[src/rtl/pipe_ctrl_if.sv]
// Handshake bundle between the RV32I pipeline datapath and its central sequencer.
interface pipe_ctrl_if #(
  parameter int unsigned CNT_W = 16
);
  logic             load_use;
  logic             branch_taken;
  logic             dmem_req;
  logic             dmem_ack;
  logic             halt_req;
  logic             pc_en;
  logic             if_id_en;
  logic             if_id_flush;
  logic             id_ex_en;
  logic             id_ex_flush;
  logic             ex_mem_en;
  logic             mem_wb_en;
  logic             mem_wb_flush;
  logic             halted;
  logic             err;
  logic [2:0]       state;
  logic [CNT_W-1:0] stall_cnt;
  logic [CNT_W-1:0] flush_cnt;

  // Sequencer side: consumes hazard/memory/debug requests, drives enables and status.
  modport master (
    input  load_use, branch_taken, dmem_req, dmem_ack, halt_req,
    output pc_en, if_id_en, if_id_flush, id_ex_en, id_ex_flush,
           ex_mem_en, mem_wb_en, mem_wb_flush, halted, err, state,
           stall_cnt, flush_cnt
  );

  // Datapath side: raises requests, obeys enables and flushes.
  modport slave (
    output load_use, branch_taken, dmem_req, dmem_ack, halt_req,
    input  pc_en, if_id_en, if_id_flush, id_ex_en, id_ex_flush,
           ex_mem_en, mem_wb_en, mem_wb_flush, halted, err, state,
           stall_cnt, flush_cnt
  );
endinterface

[src/rtl/pipe_ctrl.sv]
// Central sequencer for the 5-stage RV32I pipeline: stage enables/flushes,
// memory-wait timeout, debug-halt drain and saturating stall/flush counters.
module pipe_ctrl #(
  parameter int unsigned DMEM_TIMEOUT = 16,
  parameter int unsigned DRAIN_CYCLES = 4,
  parameter int unsigned CNT_W        = 16
) (
  input  logic        clk,
  input  logic        rst_n,
  pipe_ctrl_if.master bus
);

  localparam int unsigned WAIT_W  = $clog2(DMEM_TIMEOUT + 1);
  localparam int unsigned DRAIN_W = $clog2(DRAIN_CYCLES + 1);

  typedef enum logic [2:0] {
    ST_RUN    = 3'd0,
    ST_MWAIT  = 3'd1,
    ST_DRAIN  = 3'd2,
    ST_HALTED = 3'd3,
    ST_ERROR  = 3'd4
  } state_t;

  state_t             state_q, state_d;
  logic [WAIT_W-1:0]  wait_q, wait_d;
  logic [DRAIN_W-1:0] drain_q, drain_d;
  logic               halted_q, err_q;
  logic [CNT_W-1:0]   stall_q, flush_q;

  logic live, freeze, advance, drain_go, stall_inc, flush_inc;
  logic pc_en_c, if_id_en_c, if_id_flush_c, id_ex_en_c, id_ex_flush_c;
  logic ex_mem_en_c, mem_wb_en_c, mem_wb_flush_c;

  // State, wait/drain counters and registered status flags.
  always_ff @(posedge clk or negedge rst_n) begin
    if (!rst_n) begin
      state_q  <= ST_RUN;
      wait_q   <= '0;
      drain_q  <= '0;
      halted_q <= 1'b0;
      err_q    <= 1'b0;
    end else begin
      state_q  <= state_d;
      wait_q   <= wait_d;
      drain_q  <= drain_d;
      halted_q <= (state_d == ST_HALTED);
      err_q    <= (state_d == ST_ERROR);
    end
  end

  // Per-cycle action priority (freeze > branch > load-use > none) and next state.
  always_comb begin
    state_d        = state_q;
    wait_d         = wait_q;
    drain_d        = drain_q;
    pc_en_c        = 1'b0;
    if_id_en_c     = 1'b0;
    if_id_flush_c  = 1'b0;
    id_ex_en_c     = 1'b0;
    id_ex_flush_c  = 1'b0;
    ex_mem_en_c    = 1'b0;
    mem_wb_en_c    = 1'b0;
    mem_wb_flush_c = 1'b0;
    stall_inc      = 1'b0;
    flush_inc      = 1'b0;
    advance        = 1'b0;

    live   = (state_q == ST_RUN) || (state_q == ST_MWAIT) || (state_q == ST_DRAIN);
    freeze = live && bus.dmem_req && !bus.dmem_ack;

    if (live) begin
      if (freeze) begin
        mem_wb_flush_c = 1'b1;
      end else if (bus.branch_taken) begin
        pc_en_c       = 1'b1;
        if_id_en_c    = 1'b1;
        id_ex_en_c    = 1'b1;
        ex_mem_en_c   = 1'b1;
        mem_wb_en_c   = 1'b1;
        if_id_flush_c = 1'b1;
        id_ex_flush_c = 1'b1;
        flush_inc     = 1'b1;
        advance       = 1'b1;
      end else if (bus.load_use) begin
        id_ex_en_c    = 1'b1;
        ex_mem_en_c   = 1'b1;
        mem_wb_en_c   = 1'b1;
        id_ex_flush_c = 1'b1;
        stall_inc     = 1'b1;
      end else begin
        pc_en_c     = 1'b1;
        if_id_en_c  = 1'b1;
        id_ex_en_c  = 1'b1;
        ex_mem_en_c = 1'b1;
        mem_wb_en_c = 1'b1;
        advance     = 1'b1;
      end
    end

    // A drain cycle is any advancing cycle in DRAIN, or the clean RUN cycle that starts the halt.
    drain_go = advance && ((state_q == ST_DRAIN) ||
                           ((state_q == ST_RUN) && bus.halt_req && !bus.branch_taken));
    // Fetch stops while draining; a redirect still loads PC so the target survives the halt.
    if (drain_go && !bus.branch_taken) begin
      pc_en_c       = 1'b0;
      if_id_flush_c = 1'b1;
    end

    case (state_q)
      ST_RUN: begin
        if (freeze) begin
          state_d = ST_MWAIT;
          wait_d  = WAIT_W'(1);
        end
      end
      ST_MWAIT, ST_DRAIN: begin
        if (freeze) begin
          if (wait_q == WAIT_W'(DMEM_TIMEOUT - 1)) state_d = ST_ERROR;
          else                                     wait_d  = wait_q + WAIT_W'(1);
        end else begin
          wait_d = '0;
          if (state_q == ST_MWAIT) state_d = ST_RUN;
        end
      end
      ST_HALTED: begin
        if (!bus.halt_req) state_d = ST_RUN;
      end
      ST_ERROR: begin
        mem_wb_flush_c = 1'b1;
      end
      default: state_d = ST_ERROR;
    endcase

    if (drain_go) begin
      if (drain_q == DRAIN_W'(DRAIN_CYCLES - 1)) begin
        state_d = ST_HALTED;
        drain_d = '0;
      end else begin
        state_d = ST_DRAIN;
        drain_d = drain_q + DRAIN_W'(1);
      end
    end
  end

  // Saturating performance counters of inserted bubbles and redirects.
  always_ff @(posedge clk or negedge rst_n) begin
    if (!rst_n) begin
      stall_q <= '0;
      flush_q <= '0;
    end else begin
      if (stall_inc && (stall_q != {CNT_W{1'b1}})) stall_q <= stall_q + CNT_W'(1);
      if (flush_inc && (flush_q != {CNT_W{1'b1}})) flush_q <= flush_q + CNT_W'(1);
    end
  end

  // Reset forces every stage closed and loading NOPs.
  assign bus.pc_en        = rst_n && pc_en_c;
  assign bus.if_id_en     = rst_n && if_id_en_c;
  assign bus.id_ex_en     = rst_n && id_ex_en_c;
  assign bus.ex_mem_en    = rst_n && ex_mem_en_c;
  assign bus.mem_wb_en    = rst_n && mem_wb_en_c;
  assign bus.if_id_flush  = !rst_n || if_id_flush_c;
  assign bus.id_ex_flush  = !rst_n || id_ex_flush_c;
  assign bus.mem_wb_flush = !rst_n || mem_wb_flush_c;
  assign bus.halted       = halted_q;
  assign bus.err          = err_q;
  assign bus.state        = state_q;
  assign bus.stall_cnt    = stall_q;
  assign bus.flush_cnt    = flush_q;

endmodule
[src/flat_wrapper.sv]
// flat-port wrapper written by rule: the top's interface ports become plain ports
module pipe_ctrl_flat 
#(
  parameter int unsigned DMEM_TIMEOUT = 16,
  parameter int unsigned DRAIN_CYCLES = 4,
  parameter int unsigned CNT_W        = 16
)
  (clk, rst_n, bus_load_use, bus_branch_taken, bus_dmem_req, bus_dmem_ack, bus_halt_req, bus_pc_en, bus_if_id_en, bus_if_id_flush, bus_id_ex_en, bus_id_ex_flush, bus_ex_mem_en, bus_mem_wb_en, bus_mem_wb_flush, bus_halted, bus_err, bus_state, bus_stall_cnt, bus_flush_cnt);
  pipe_ctrl_if #(.CNT_W(CNT_W)) bus_i ();
  input  logic clk;
  input  logic rst_n;
  input wire logic [$bits(bus_i.load_use)-1:0] bus_load_use;
  input wire logic [$bits(bus_i.branch_taken)-1:0] bus_branch_taken;
  input wire logic [$bits(bus_i.dmem_req)-1:0] bus_dmem_req;
  input wire logic [$bits(bus_i.dmem_ack)-1:0] bus_dmem_ack;
  input wire logic [$bits(bus_i.halt_req)-1:0] bus_halt_req;
  output wire logic [$bits(bus_i.pc_en)-1:0] bus_pc_en;
  output wire logic [$bits(bus_i.if_id_en)-1:0] bus_if_id_en;
  output wire logic [$bits(bus_i.if_id_flush)-1:0] bus_if_id_flush;
  output wire logic [$bits(bus_i.id_ex_en)-1:0] bus_id_ex_en;
  output wire logic [$bits(bus_i.id_ex_flush)-1:0] bus_id_ex_flush;
  output wire logic [$bits(bus_i.ex_mem_en)-1:0] bus_ex_mem_en;
  output wire logic [$bits(bus_i.mem_wb_en)-1:0] bus_mem_wb_en;
  output wire logic [$bits(bus_i.mem_wb_flush)-1:0] bus_mem_wb_flush;
  output wire logic [$bits(bus_i.halted)-1:0] bus_halted;
  output wire logic [$bits(bus_i.err)-1:0] bus_err;
  output wire logic [$bits(bus_i.state)-1:0] bus_state;
  output wire logic [$bits(bus_i.stall_cnt)-1:0] bus_stall_cnt;
  output wire logic [$bits(bus_i.flush_cnt)-1:0] bus_flush_cnt;
  assign bus_i.load_use = bus_load_use;
  assign bus_i.branch_taken = bus_branch_taken;
  assign bus_i.dmem_req = bus_dmem_req;
  assign bus_i.dmem_ack = bus_dmem_ack;
  assign bus_i.halt_req = bus_halt_req;
  assign bus_pc_en = bus_i.pc_en;
  assign bus_if_id_en = bus_i.if_id_en;
  assign bus_if_id_flush = bus_i.if_id_flush;
  assign bus_id_ex_en = bus_i.id_ex_en;
  assign bus_id_ex_flush = bus_i.id_ex_flush;
  assign bus_ex_mem_en = bus_i.ex_mem_en;
  assign bus_mem_wb_en = bus_i.mem_wb_en;
  assign bus_mem_wb_flush = bus_i.mem_wb_flush;
  assign bus_halted = bus_i.halted;
  assign bus_err = bus_i.err;
  assign bus_state = bus_i.state;
  assign bus_stall_cnt = bus_i.stall_cnt;
  assign bus_flush_cnt = bus_i.flush_cnt;
  pipe_ctrl #(.DMEM_TIMEOUT(DMEM_TIMEOUT), .DRAIN_CYCLES(DRAIN_CYCLES), .CNT_W(CNT_W)) u_core (.clk(clk), .rst_n(rst_n), .bus(bus_i));
endmodule
[config.mk]
export PLATFORM = sky130hd
export DESIGN_NAME = pipe_ctrl_flat
export DESIGN_NICKNAME = d
export VERILOG_FILES = /design/src/rtl/pipe_ctrl_if.sv /design/src/rtl/pipe_ctrl.sv /design/src/flat_wrapper.sv
export SDC_FILE = /design/constraint.sdc
export NUM_CORES = 1
export LEC_CHECK = 0
export ABC_AREA = 1
export BUFFER_PORTS_ARGS = -buffer_cell sky130_fd_sc_hd__buf_4
export CORE_UTILIZATION = 35
export CTS_CLUSTER_DIAMETER = 120
export DETAILED_ROUTE_END_ITERATION = 16
export PLACE_DENSITY_LB_ADDON = 0.1
export SYNTH_ARGS = -nofsm -noshare
export SYNTH_HDL_FRONTEND = slang
export SYNTH_SLANG_ARGS = --single-unit
[constraint.sdc]
create_clock -name clk -period 1.56 [get_ports clk]
set_clock_uncertainty 0.05 [all_clocks]
set_input_delay 0.156 -clock clk [delete_from_list [all_inputs] [get_ports clk]]
set_output_delay 0.156 -clock clk [all_outputs]
set_load 0.01 [all_outputs]
# [Word-level counts from Yosys, hierarchy flattened]
# Cells that the tools add are included.
[totals] reg_bits=45 input_bits=7 out_inout_bits=45 wordCells=81
[op_classes] add_sub_neg=4 n_eq_ne=12 n_mux=34 reduce_logical=24
[op_table] op="adder 16 x 1 -> 16 bit (second input constant)" n=2
[op_table] op="inequality test 16 bit (second input constant)" n=2
[op_table] op="2-to-1 mux 1 bit" n=22
[op_table] op="2-to-1 mux 3 bit" n=7
[op_table] op="2-to-1 mux 5 bit" n=3
[op_table] op="== test 3 x 2 -> 1 bit (second input constant)" n=4
[op_table] op="case mux 3 bit (4 select lines)" n=1
[op_table] op="logical AND 1 bit" n=11
[op_table] op="case mux 5 bit (2 select lines)" n=1
[op_table] op="== test 3 bit (second input constant)" n=2
[op_table] op="logical OR 1 bit" n=6
[op_table] op="adder 5 x 1 -> 5 bit (second input constant)" n=1
[op_table] op="== test 5 x 4 -> 1 bit (second input constant)" n=1
[op_table] op="adder 3 x 1 -> 3 bit (second input constant)" n=1
[op_table] op="== test 3 x 1 -> 1 bit (second input constant)" n=1
[op_table] op="zero test 1 bit" n=3
[op_table] op="zero test 3 bit" n=1
[op_table] op="inequality test 3 bit (second input constant)" n=1
[op_table] op="AND reduction 3 bit" n=1
[op_table] op="inequality test 2 x 1 -> 1 bit (second input constant)" n=1
[op_table] op="nonzero test 2 bit" n=1
[op_table] op="OR reduction 2 bit" n=1

# [Logic depth before layout (Yosys ltp)]
[depth] depth_word=11 depth_mapped=10 ltp_nobuf=9

# [Worst setup path before layout]
# No wires, ideal clock.
[synth_timing] path_type="reg-to-reg" start="reg u_core.flush_q[0] (netlist: u_core.bus.flush_cnt[0])" end="reg u_core.flush_q[3] (netlist: u_core.bus.flush_cnt[3])" setup_ns=0.117 arrival_time_ns=1.550 required_ns=1.393 setup_slack_ns=-0.156 stages_incl_launch_ff=10 n_path_buf=1 period_less_slack_ns=1.716 path_cell_list="dfrtp_1 -> ha_1 -> inv_2 -> nor2_4 -> nand2_4 -> o21ai_4 -> inv_4 -> buf_6 -> nand2_1 -> nand2_1"
[synth_between] elab_chain_len=2 elab_cells_between_ends=3 cone_classes="add/sub: 1; eq/ne: 1; reduce/logical: 1"
[synth_rtl] element="from (decl)" line_no="pipe_ctrl.sv:28" rtl="logic [CNT_W-1:0] stall_q, flush_q;"
[synth_rtl] element="from (signal assigned)" line_no="pipe_ctrl.sv:152" rtl="if (flush_inc && (flush_q != {CNT_W{1'b1}})) flush_q <= flush_q + CNT_W'(1);"
[synth_rtl] element="parallel branches: the longest is 2 deep, another holds adder 16 x 1 -> 16 bit"
# Parallel ways; which one is timed is not known.
# A chain may end at the register's enable or synchronous reset.

# [Worst setup path in the final report]
[layout_timing] start="reg u_core.state_q[1] (netlist: u_core.bus.state[1])" end="out bus_if_id_flush"
[layout_between] elab_chain_len=11 elab_cells_between_ends=18 cone_classes="eq/ne: 2; mux: 5; reduce/logical: 11"
[layout_rtl] element="from (decl)" line_no="pipe_ctrl.sv:24" rtl="state_t state_q, state_d;"
[layout_rtl] element="from (signal assigned)" line_no="pipe_ctrl.sv:43" rtl="state_q <= state_d;"
[layout_rtl] element="== test 3 x 1 -> 1 bit or zero test 3 bit (tied branches)" line_no="pipe_ctrl.sv:68, pipe_ctrl.sv:102"
[layout_rtl] element="logical OR 1 bit (2 in series)" line_no="pipe_ctrl.sv:68" rtl="live = (state_q == ST_RUN) || (state_q == ST_MWAIT) || (state_q == ST_DRAIN);"
[layout_rtl] element="logical AND 1 bit (2 in series)" line_no="pipe_ctrl.sv:69" rtl="freeze = live && bus.dmem_req && !bus.dmem_ack;"
[layout_rtl] element="2-to-1 mux 1 bit" line_no="pipe_ctrl.sv:72" rtl="if (freeze) begin"
[layout_rtl] element="2-to-1 mux 1 bit" line_no="pipe_ctrl.sv:71" rtl="if (live) begin"
[layout_rtl] element="logical AND 1 bit" line_no="pipe_ctrl.sv:101" rtl="drain_go = advance && ((state_q == ST_DRAIN) ||"
[layout_rtl] element="logical AND 1 bit" line_no="pipe_ctrl.sv:104" rtl="if (drain_go && !bus.branch_taken) begin"
[layout_rtl] element="2-to-1 mux 1 bit *" line_no="pipe_ctrl.sv:104"
[layout_rtl] element="logical OR 1 bit *" line_no="pipe_ctrl.sv:162" rtl="assign bus.if_id_flush = !rst_n || if_id_flush_c;"
[layout_rtl] element="to (decl)" line_no="flat_wrapper.sv:19" rtl="output wire logic [$bits(bus_i.if_id_flush)-1:0] bus_if_id_flush;"
# Every way passes the cells marked *; elsewhere a longest branch is shown, timed or not.

==> results.cfg <==
[route]
drt-pass1-iter-count = 4
avgRoutedWirePerCell_um = 12.00
drt-total-wl_um = 7178
via_count = 2811
via_per_inst = 4.701
dr.first_iter.drc_count = 111
drc = 0
drtAntennaViolNets = 0

[power_and_ir_drop]
p_total_mw = 2.172
powerDensity_mw_per_mm2 = 561.9
vdd_ir_drop_max_v = 0.0004891
p_leak_nw = 1.896

[timing]
fmax_mhz = 586.3
hold_violations = 0
final.setup.worst_slack_ns = -0.1455
holdWs_ns = 0.2309
worst_pin_slew_ns = 0.5196
setup_viol = 11
rsz0062_at_grt = yes
slew_headroom_pct = 65.36
period_share_pct = 109.3
period_minus_slack_ns = 1.706
slew_violations = 0
tns_ns = -0.6726

[synthesis]
yosysWarningCount = 0
avgSynthCellArea_um2 = 6.975
ys_ff_latch = 45
ys_seq_area_share_pct = 40.36
postSynthCellCount = 400
synthesis.nets = 412
async_flop_share_pct = 100.0
synthesis.area_mm2 = 0.002790
synth_edf_count = 0
synth_cell_types = 26
synth_flop_cell = dfrtp_1

[floorplan]
io_pins = 52
die_y_um = 91.29
die_area_mm2 = 0.008333
die_x_um = 91.29
num_rows = 32
initial_core_util_pct = 36.11
core_area_mm2 = 0.007727

[global_route]
antenna_found_initial = 0
grt_first_pass_wirelength_um = 11690
grt_pass1_vias = 2516
grt_overflow = 0
grt_max_degree = 39
grt_usage_pct = 17.44

[hold_path]
min_path_cells = 5
min_to = u_core.bus.state[1]
hp-class = input port to register
hold_path.startpoint = bus_halt_req

[worst_setup_path]
cpMaxStageDelayCell = dfrtp_2
worst_r2r_endpoint = u_core.bus.stall_cnt[2]
r2r_slack_ns = -0.02
cp.required_ns = 1.35
start_kind = register
critPathMaxStageDelay_ns = 0.45
reg2reg_depth = 8
critPathArrivalTime_ns = 1.50
r2r_start = u_core.bus.state[1]
cp_max_fo = 6
critPathCaptureType = output pin
worstSetupPathType = register to output pin
crit_path_cell_trace = a21oi_4 -> nand2_4 -> nor2_4 -> nand3_2 -> nand3b_1 -> buf_4

[cells_and_area]
postLayoutCellArea_mm2 = 0.003865
final_cell_mix = nand2_1, buf_4, nor2_1, dfrtp_1, inv_1
n_fill_cell = 751
multi_input_area_mm2 = 0.001604
drive_gt1_share_pct = 31.25
instances_no_fill = 598
num_antenna_cells = 0
utilization_pct = 50.02
area_growth_pct = 38.52
final-seq-area_mm2 = 0.001139
num-nets-final = 507
final_common_cell = nand2_1

[clock_tree]
cts-root-buf = clkbuf_8
cts_tree = built
htreeDepth = 2
cts_buffer_depth = 2
clock_sinks = 45
clk_pin_slew_worst_paths_ns = 0.08
clock_latency_ns = 0.29
numCtsBuffers = 5

[placed_design]
dp_hpwl_um = 5059
place_congestion = 0.7953
port_buffers = 51
post-place-ws_ns = -0.01909
post_dp_cell_area_mm2 = 0.003513
dpl.cell_count = 578

[outcome]
status = finished with violations
failed_checks = setup timing

[job]
cap_violations = 0
worst max-delay path by stage:
| stage | from | endpoint | slack (ns) | depth (start not counted) |
|---|---|---|---|---|
| floorplan | u_core.bus.stall_cnt[1] | u_core.bus.stall_cnt[3] | 0.02 | 9 |
| global placement | u_core.wait_q[0] | u_core.wait_q[3] | 0.05 | 8 |
| detailed placement | u_core.wait_q[0] | u_core.wait_q[2] | -0.02 | 8 |
| CTS | u_core.bus.state[0] | bus_pc_en | -0.13 | 7 |
| global route | u_core.bus.state[0] | bus_if_id_flush | -0.22 | 7 |
| finish | u_core.bus.state[1] | bus_if_id_flush | -0.15 | 6 |
sequential cells by signal, summed over array words and instances, names as in the netlist:
name,flops
u_core.bus.stall_cnt,16
u_core.wait_q,5
u_core.bus.err,1
u_core.bus.halted,1
u_core.drain_q,3
u_core.bus.flush_cnt,16
u_core.bus.state,3
layout make-up:
cell class	instances	area share (%)
inverters	36	3.626
multi-input cells	314	41.50
flip-flops and latches	45	29.46
repair buffers	93	19.10
well taps	102	3.302
clock inverters	1	0.7769
clock buffers	7	2.234
cells in the mapped netlist, types with 2 or more instances:
library cell	instances	area, um^2
buf_4	3	22.52
or2_2	2	12.51
ha_1	5	62.56
nor2_4	3	33.78
nand3_1	18	90.09
o21ai_0	18	90.09
buf_6	3	33.78
nand2_1	177	664.4
dfrtp_1	45	1126
inv_2	2	7.510
o21a_1	2	15.01
o21ai_4	2	32.53
xnor2_1	11	96.34
nor2_1	43	161.4
a21oi_1	3	15.01
nand2_2	7	43.79
nor2_2	3	18.77
inv_1	32	120.1
xor2_1	3	26.28
nand4_1	12	75.07
kinds of logic (layout without fill, tap and decap cells):
group	Yosys count	after routing	synth area share, %
and+or+nand+nor	268	269	40.27
DFF	45	45	40.36
xor gates and xnor gates	14	14	4.395
AOI/OAI and AO/OA	26	26	5.785
buffers and inverters	42	137	6.951
adders and majority gates	5	5	2.242
power by group:
part / internal [mW] / switching [mW]
clock: 0.523 / 0.409
combinational: 0.0236 / 0.0508
sequential: 1.17 / 0
total: 1.71 / 0.460
routing by layer:
layer	global-route usage (%)	vias up	routed length [um]
met5	0	-	0
met2	28.09	63	3249
li1	-	1444	-
met3	2.848	10	264
met4	3.571	0	102
met1	24.68	1294	3561
critical path, delay by kind of cell, from the launching register on:
kind	cells	cell delay [ns]
AOI/OAI and AO/OA	1	0.20
buffers and inverters	1	0.12
DFF	1	0.45
and+or+nand+nor	4	0.43
repair_timing:
action | in CTS | in global routing
buffers inserted | 3 | 5
endpoints found under the setup margin | 11 | 44
gates resized for setup | 11 | 36
cloned | 0 | 2
endpoints found under the hold margin | 7 | 0
hold buffers | 2 | 0
pin swaps | 4 | 16
Power figures use the tool's default switching activity.
